==> src/rtl/wb_queue_x2.sv <==
// wb_queue_x2: write-back collector for the register-file write port.
//
// Collects results from two producers (p0: single-cycle ALU, p1: long-latency unit).
// Results go into an in-order FIFO. At most one result retires into the register file
// per cycle.
//
// When the same cycle carries results from both producers, p0 is ordered ahead of p1.
// Readies come only from the registered occupancy, so they never depend on the valids
// in the same cycle.
//
// Optional feature: define WB_BYPASS_EN to let a transferring result skip the empty FIFO
// and go straight into the output registers (latency 1 instead of 2).
//
// Ports:
//   clk, reset                 clock; synchronous active-high reset
//   p0_valid_i/rd_i/data_i     producer 0 result; p0_ready_o when there is room for one entry
//   p1_valid_i/rd_i/data_i     producer 1 result; p1_ready_o when there is room for two entries
//   wb_o, wb_r_o, result_o     write-back strobe, register index, data
//   count_o, empty_o           FIFO occupancy and empty flag
module wb_queue_x2 #(
    parameter int unsigned W_RD  = 4,
    parameter int unsigned W_OPR = 32,
    parameter int unsigned DEPTH = 4
) (
    input  logic                       clk,
    input  logic                       reset,
    input  logic                       p0_valid_i,
    input  logic [W_RD-1:0]            p0_rd_i,
    input  logic [W_OPR-1:0]           p0_data_i,
    output logic                       p0_ready_o,
    input  logic                       p1_valid_i,
    input  logic [W_RD-1:0]            p1_rd_i,
    input  logic [W_OPR-1:0]           p1_data_i,
    output logic                       p1_ready_o,
    output logic                       wb_o,
    output logic [W_RD-1:0]            wb_r_o,
    output logic [W_OPR-1:0]           result_o,
    output logic [$clog2(DEPTH):0]     count_o,
    output logic                       empty_o
);
    localparam int unsigned AW = $clog2(DEPTH);
    localparam int unsigned CW = AW + 1;

    logic [W_RD-1:0]  r_rd_mem   [DEPTH];
    logic [W_OPR-1:0] r_data_mem [DEPTH];
    logic [AW-1:0]    r_wr_ptr;
    logic [AW-1:0]    r_rd_ptr;
    logic [CW-1:0]    r_count;
    logic             r_wb;
    logic [W_RD-1:0]  r_wb_r;
    logic [W_OPR-1:0] r_result;

    logic [CW-1:0]    w_free;
    logic             w_p0_xfer;
    logic             w_p1_xfer;
    logic             w_deq;
    logic             w_byp_p0;
    logic             w_byp_p1;
    logic             w_enq0;
    logic             w_enq1;
    logic [AW-1:0]    w_p1_slot;
    logic [CW-1:0]    w_enq_n;

    always_comb begin
        w_free     = CW'(DEPTH) - r_count;
        p0_ready_o = ~reset & (w_free >= CW'(1));
        p1_ready_o = ~reset & (w_free >= CW'(2));
        w_p0_xfer  = p0_valid_i & p0_ready_o;
        w_p1_xfer  = p1_valid_i & p1_ready_o;
        w_deq      = (r_count != '0);
`ifdef WB_BYPASS_EN
        // Only an empty FIFO can be bypassed, so bypass and dequeue are mutually exclusive.
        w_byp_p0   = (r_count == '0) & w_p0_xfer;
        w_byp_p1   = (r_count == '0) & ~w_p0_xfer & w_p1_xfer;
`else
        w_byp_p0   = 1'b0;
        w_byp_p1   = 1'b0;
`endif
        w_enq0     = w_p0_xfer & ~w_byp_p0;
        w_enq1     = w_p1_xfer & ~w_byp_p1;
        // p1 lands behind p0 when both enqueue in the same cycle.
        w_p1_slot  = r_wr_ptr + AW'(w_enq0);
        w_enq_n    = CW'(w_enq0) + CW'(w_enq1);
    end

    // Storage is not reset; the pointers alone define which entries are live.
    always_ff @(posedge clk) begin
        if (!reset) begin
            if (w_enq0) begin
                r_rd_mem[r_wr_ptr]   <= p0_rd_i;
                r_data_mem[r_wr_ptr] <= p0_data_i;
            end
            if (w_enq1) begin
                r_rd_mem[w_p1_slot]   <= p1_rd_i;
                r_data_mem[w_p1_slot] <= p1_data_i;
            end
        end
    end

    always_ff @(posedge clk) begin
        if (reset) begin
            r_wr_ptr <= '0;
            r_rd_ptr <= '0;
            r_count  <= '0;
            r_wb     <= 1'b0;
            r_wb_r   <= '0;
            r_result <= '0;
        end else begin
            r_wr_ptr <= r_wr_ptr + AW'(w_enq_n);
            r_count  <= r_count + w_enq_n - CW'(w_deq);
            if (w_deq) begin
                r_rd_ptr <= r_rd_ptr + AW'(1);
                r_wb     <= 1'b1;
                r_wb_r   <= r_rd_mem[r_rd_ptr];
                r_result <= r_data_mem[r_rd_ptr];
            end else if (w_byp_p0) begin
                r_wb     <= 1'b1;
                r_wb_r   <= p0_rd_i;
                r_result <= p0_data_i;
            end else if (w_byp_p1) begin
                r_wb     <= 1'b1;
                r_wb_r   <= p1_rd_i;
                r_result <= p1_data_i;
            end else begin
                r_wb     <= 1'b0;
            end
        end
    end

    assign wb_o     = r_wb;
    assign wb_r_o   = r_wb_r;
    assign result_o = r_result;
    assign count_o  = r_count;
    assign empty_o  = (r_count == '0);

endmodule
==> config.mk <==
export PLATFORM = sky130hd
export DESIGN_NAME = wb_queue_x2
export DESIGN_NICKNAME = d
export VERILOG_FILES = /design/src/rtl/wb_queue_x2.sv
export SDC_FILE = /design/constraint.sdc
export NUM_CORES = 1
export LEC_CHECK = 0
export BUFFER_PORTS_ARGS = -buffer_cell sky130_fd_sc_hd__buf_2
export CORE_UTILIZATION = 50
export CTS_CLUSTER_DIAMETER = 80
export DETAILED_ROUTE_END_ITERATION = 6
export GPL_TIMING_DRIVEN = 0
export PLACE_DENSITY_LB_ADDON = 0.05
export SLEW_MARGIN = 20
export SYNTH_ARGS = -nofsm -noshare
export SYNTH_HDL_FRONTEND = slang
export SYNTH_SLANG_ARGS = --single-unit
export TNS_END_PERCENT = 10
==> constraint.sdc <==
create_clock -name clk -period 13.9 [get_ports clk]
set_input_delay 2.78 -clock clk [delete_from_list [all_inputs] [get_ports clk]]
set_output_delay 2.78 -clock clk [all_outputs]
set_load 0.05 [all_outputs]
# ---- Word-level counts from Yosys, hierarchy flattened
# Memories as Yosys holds them, arrays and structs flattened. A register that Yosys moved wholly into a read port is not among the register bits.
# Index checks and enable logic that the tools add are counted.
dict set report op_classes {
  n_addsub 7
  magnitude_cmp 2
  mux 7
  bitwise 5
  n_reduce_logical 2
}
# op n
set op_table {}
lappend op_table {{2-to-1 mux 1 bit} 7}
lappend op_table {{bitwise AND 1 bit} 4}
lappend op_table {{adder 3 x 2 -> 3 bit} 1}
lappend op_table {{greater-or-equal comparator 3 x 1 -> 1 bit, second input constant} 1}
lappend op_table {{greater-or-equal comparator 3 x 2 -> 1 bit, second input constant} 1}
lappend op_table {{zero test 3 bit} 1}
lappend op_table {{nonzero test 3 bit} 1}
lappend op_table {{subtractor 3 x 1 -> 3 bit} 1}
lappend op_table {{subtractor 3 bit, first input constant} 1}
lappend op_table {{adder 1 x 1 -> 2 bit} 1}
lappend op_table {{adder 2 x 1 -> 2 bit} 1}
lappend op_table {{adder 2 x 1 -> 2 bit, second input constant} 1}
lappend op_table {{adder 2 bit} 1}
lappend op_table {{NOT 1 bit} 1}
dict set report totals {
  register_bits 8
  ram_bits 144
  memories 2
}
# name depth word_bits rd rd_clocked_by_memory_dff write_ports line_no
set memory_table {}
lappend memory_table {r_data_mem 4 32 1 1 2 45} ;# logic [W_OPR-1:0] r_data_mem [DEPTH];
lappend memory_table {r_rd_mem 4 4 1 1 2 44} ;# logic [W_RD-1:0] r_rd_mem [DEPTH];

# ---- Logic depth before layout (Yosys ltp)
dict set report logic_depth {
  word_depth 7
  ltp_mapped 15
  depth_no_buf 15
}

# ---- Worst setup path after synthesis
# OpenSTA, ideal clock, no wires.
dict set report synth_timing {
  path_kind {input -> output}
  startpoint {input reset}
  endpoint {output p1_ready_o}
  t_arrival_ps 3841
  setup_slack_ps 7279
  path_stages 3
  path_cell_list {clkbuf_1 > clkbuf_1 > nor2_1}
}
dict set report synth_between {
  elab_chain_cells 2
}
# element line_no
set synth_rtl {}
lappend synth_rtl {{start, declared} 26} ;# input logic reset,
lappend synth_rtl {{NOT 1 bit} 67} ;# p1_ready_o = ~reset & (w_free >= CW'(2));
lappend synth_rtl {{bitwise AND 1 bit} 67}
lappend synth_rtl {{end, declared} 34} ;# output logic p1_ready_o,
# No other way between the ends.

# ---- Final worst setup path
# Ends and elaborated chain as after synthesis.

==> impl_results.md <==
* Residual DRC at 0
* Die height at 134.4 um
* Post-Place Setup Slack at 6997 ps
* PortBufs at 118
* CP Class: in -> out
* Drt via density at approximately 5.5
* Post-CTS Resized at 0
* Psw at 847.8 uW
* Via count at 5270
* Maximum fanout along the worst path at 10
* Top post-synthesis cells by area: edfxtp_1 (49%), mux2_2 (16%), dfxtp_1 (10%)
* Core area at 17180 um2
* Mapped cell area at 8760 um2
* Fin area at 10310 um2
* Longest Clk Path Bufs at 2
* Max_cap viols at 0
* Setup ws final at about 7000 ps
* Most frequent cells in the layout: edfxtp_1 (144), mux2_2 (126), buf_2 (123)
* Setup_tns at 0 ps
* Post-route ant nets at 0
* # fillers at 1424
* Skew-Pair Late Insertion Delay at 430 ps
* Largest net degree at the start of global routing at 37
* Clock power share at 0.209
* Placed cell count at ~920
* Worst slew margin at 0.5019
* Initial Util at 0.5100
* Mapped Nets at 653
* Post-CTS setup buffers at 0
* Drt wl/cell at approximately 21 um
* Final setup violation count at 0
* Final wirelength at 19860 um
* Number of synthesized register bits at 188
* Req. time, crit path at 11120 ps
* Drt first pass iters at 4
* Count of warnings emitted by yosys at 0
* Pwr dens at 216.1 nW/um2
* P_int at 1.380 mW
* TritonCTS Sinks at 188
* Final Util at 0.6003
* Switching part of the total at 0.3805
* Final number of hold-violating endpoints at 0
* Most common cell after layout, fill and taps aside: edfxtp_1
* Final period util at 0.4981
* Finished Layout Cells at 950
* CP arrival at approximately 4100 ps
* CTS tree: built
* Hold-fix buffers at CTS at 0
* GP Congestion at around 0.76
* Initial DRC Count at 294
* Seq/Total Area, Yosys at 0.5942
* Fin nets at just under 800
* DP Area at 9752 um2
* TritonCTS Buffers at 17
* Final clock skew at roughly 8.8 ps
* Worst min path class: reg -> reg
* Outcome: finished clean
* Sequential power share at 0.370
* Slew @ Worst Pin at between 700 and 800 ps
* Area of the die at 18050 um2
* Syn Inst Count at 566
* Reg area at ~5200 um2
* Tot GR Track Use at 0.2325
* Yosys top cell area share at 0.4936
* Unrepaired setup endpoints after global routing: false
* Clock root buffer master: clkbuf_16
* Mapped Avg Cell Area at around 15 um2
* Total gr overflow at 0
* H-tree levels at 4
* Fin crit period at roughly 6900 ps
* Startpoint class of the critical path: primary input
* Crit. End Element: output pin
* Leak at ~3.8 nW
* First-pass GRT wire length at 30460 um
* Die Wd at 134.4 um
* Share of cells above drive strength 1 at 0.4737
* Dominant cell type by area after synthesis: edfxtp_1
* Maximum VDD drop at 0.0001721 V
* Initial antenna violation count at 4
* Comb power frac at 0.421
* Clock transition at path regs at 60 ps
* Fmax at 144.4 MHz
* I/O pin cnt at 119
* P&R area growth vs syn at 17.71%
* Count of different cell masters after synthesis at 33
* Area of the multi-input gates at 3361 um2
* HPWL after DPL at 12990 um
* FP Rows at 48
* Max Slew Vio Count at 0
* Number of global-route vias before repair at 5516
[state kept, by name (all words and copies together) (netlist names)]
| register | flops |
|---|---|
| r_rd_ptr | 2 |
| count_o | 3 |
| r_rd_mem | 16 |
| result_o | 32 |
| r_wr_ptr | 2 |
| wb_o | 1 |
| wb_r_o | 4 |
| r_data_mem | 128 |
[power by group through the flow]
stage / Combinational [mW] / Clock (mW) / Sequential, mW
floorplan: 0.499 / 0 / 1.02
global placement: 0.913 / 0 / 0.842
detailed placement: 0.948 / 0 / 0.837
CTS: 0.952 / 0.473 / 0.826
global route: 1.01 / 0.494 / 0.837
finish: 0.937 / 0.467 / 0.824
[final timing paths]
check | start | slack [ps] | endpoint | cells after the start
setup / recovery | reset | 6980 | p1_ready_o | 5
hold / removal | result_o[30] | 460 | result_o[30] | 2
setup reg to reg | count_o[0] | 9460 | r_data_mem[1][10] | 11
hold reg to reg | result_o[30] | 460 | result_o[30] | 2
[layout make-up]
cell class                      instances  area share
Timing Repair Buffer                  124     0.06456
Inverter                               11    0.004004
Sequential cell                       188      0.5048
Buffer                                 34     0.01917
Tap cell                              225     0.02730
Multi-Input combinational cell        333      0.3259
Clock inverter                         10    0.009465
Antenna cell                            3   0.0007281
Clock buffer                           22     0.04405
[layer usage]
| metal | part of all wire | vias to the layer above | GRT usage |
|---|---|---|---|
| met2 | 0.51 | 121 | 0.4004 |
| met3 | 0.051 | 13 | 0.05329 |
| met1 | 0.43 | 2687 | 0.2951 |
| met5 | 0.00040 | - | 0 |
| met4 | 0.0099 | 2 | 0.06305 |
| li1 | - | 2447 | - |
[worst max-delay path, cell delays in order]
cell,delay [ps]
buf_2,110
clkbuf_1,450
clkbuf_1,470
nor2_1,100
buf_2,230
[per-stage QoR]
step           power, mW  hold slack, ps
3_5_place_dp       1.784           450.6
5_1_grt            2.340           481.0
2_1_floorplan      1.520           657.3
6_report           2.228           458.4
4_1_cts            2.250           460.8
3_3_place_gp       1.756           445.2
[cells in the mapped netlist]
master / instances
nand3b_1: 1
nor3b_2: 2
mux2_2: 126
nand3_1: 1
o31ai_1: 2
nand3_4: 1
xor2_2: 1
buf_2: 5
nor2_1: 7
mux4_2: 36
or4b_2: 1
a31o_2: 2
or3b_2: 1
nand3_2: 1
xnor2_1: 5
nor2b_1: 3
clkbuf_1: 14
buf_6: 3
xnor2_2: 1
buf_4: 11
and2_1: 1
mux2_1: 18
and3_1: 1
ha_1: 10
buf_1: 1
nand2_1: 72
a21oi_1: 36
nor3_1: 1
edfxtp_1: 144
dfxtp_1: 44
inv_1: 11
fa_1: 1
nor3_4: 2
[cell families (layout without fill, tap and decap cells)]
| logic type | count (synthesis) | after routing | share of synthesized area |
|---|---|---|---|
| buf+inv | 45 | 201 | 0.02728 |
| other cells | 0 | 3 | 0 |
| fa+ha+maj | 11 | 11 | 0.01657 |
| mux | 180 | 180 | 0.2777 |
| compound gates | 40 | 40 | 0.02428 |
| flops | 188 | 188 | 0.5942 |
| xor+xnor | 7 | 7 | 0.008714 |
| simple gates | 95 | 95 | 0.05128 |
Note: power is estimated with default switching activity, not from simulation.
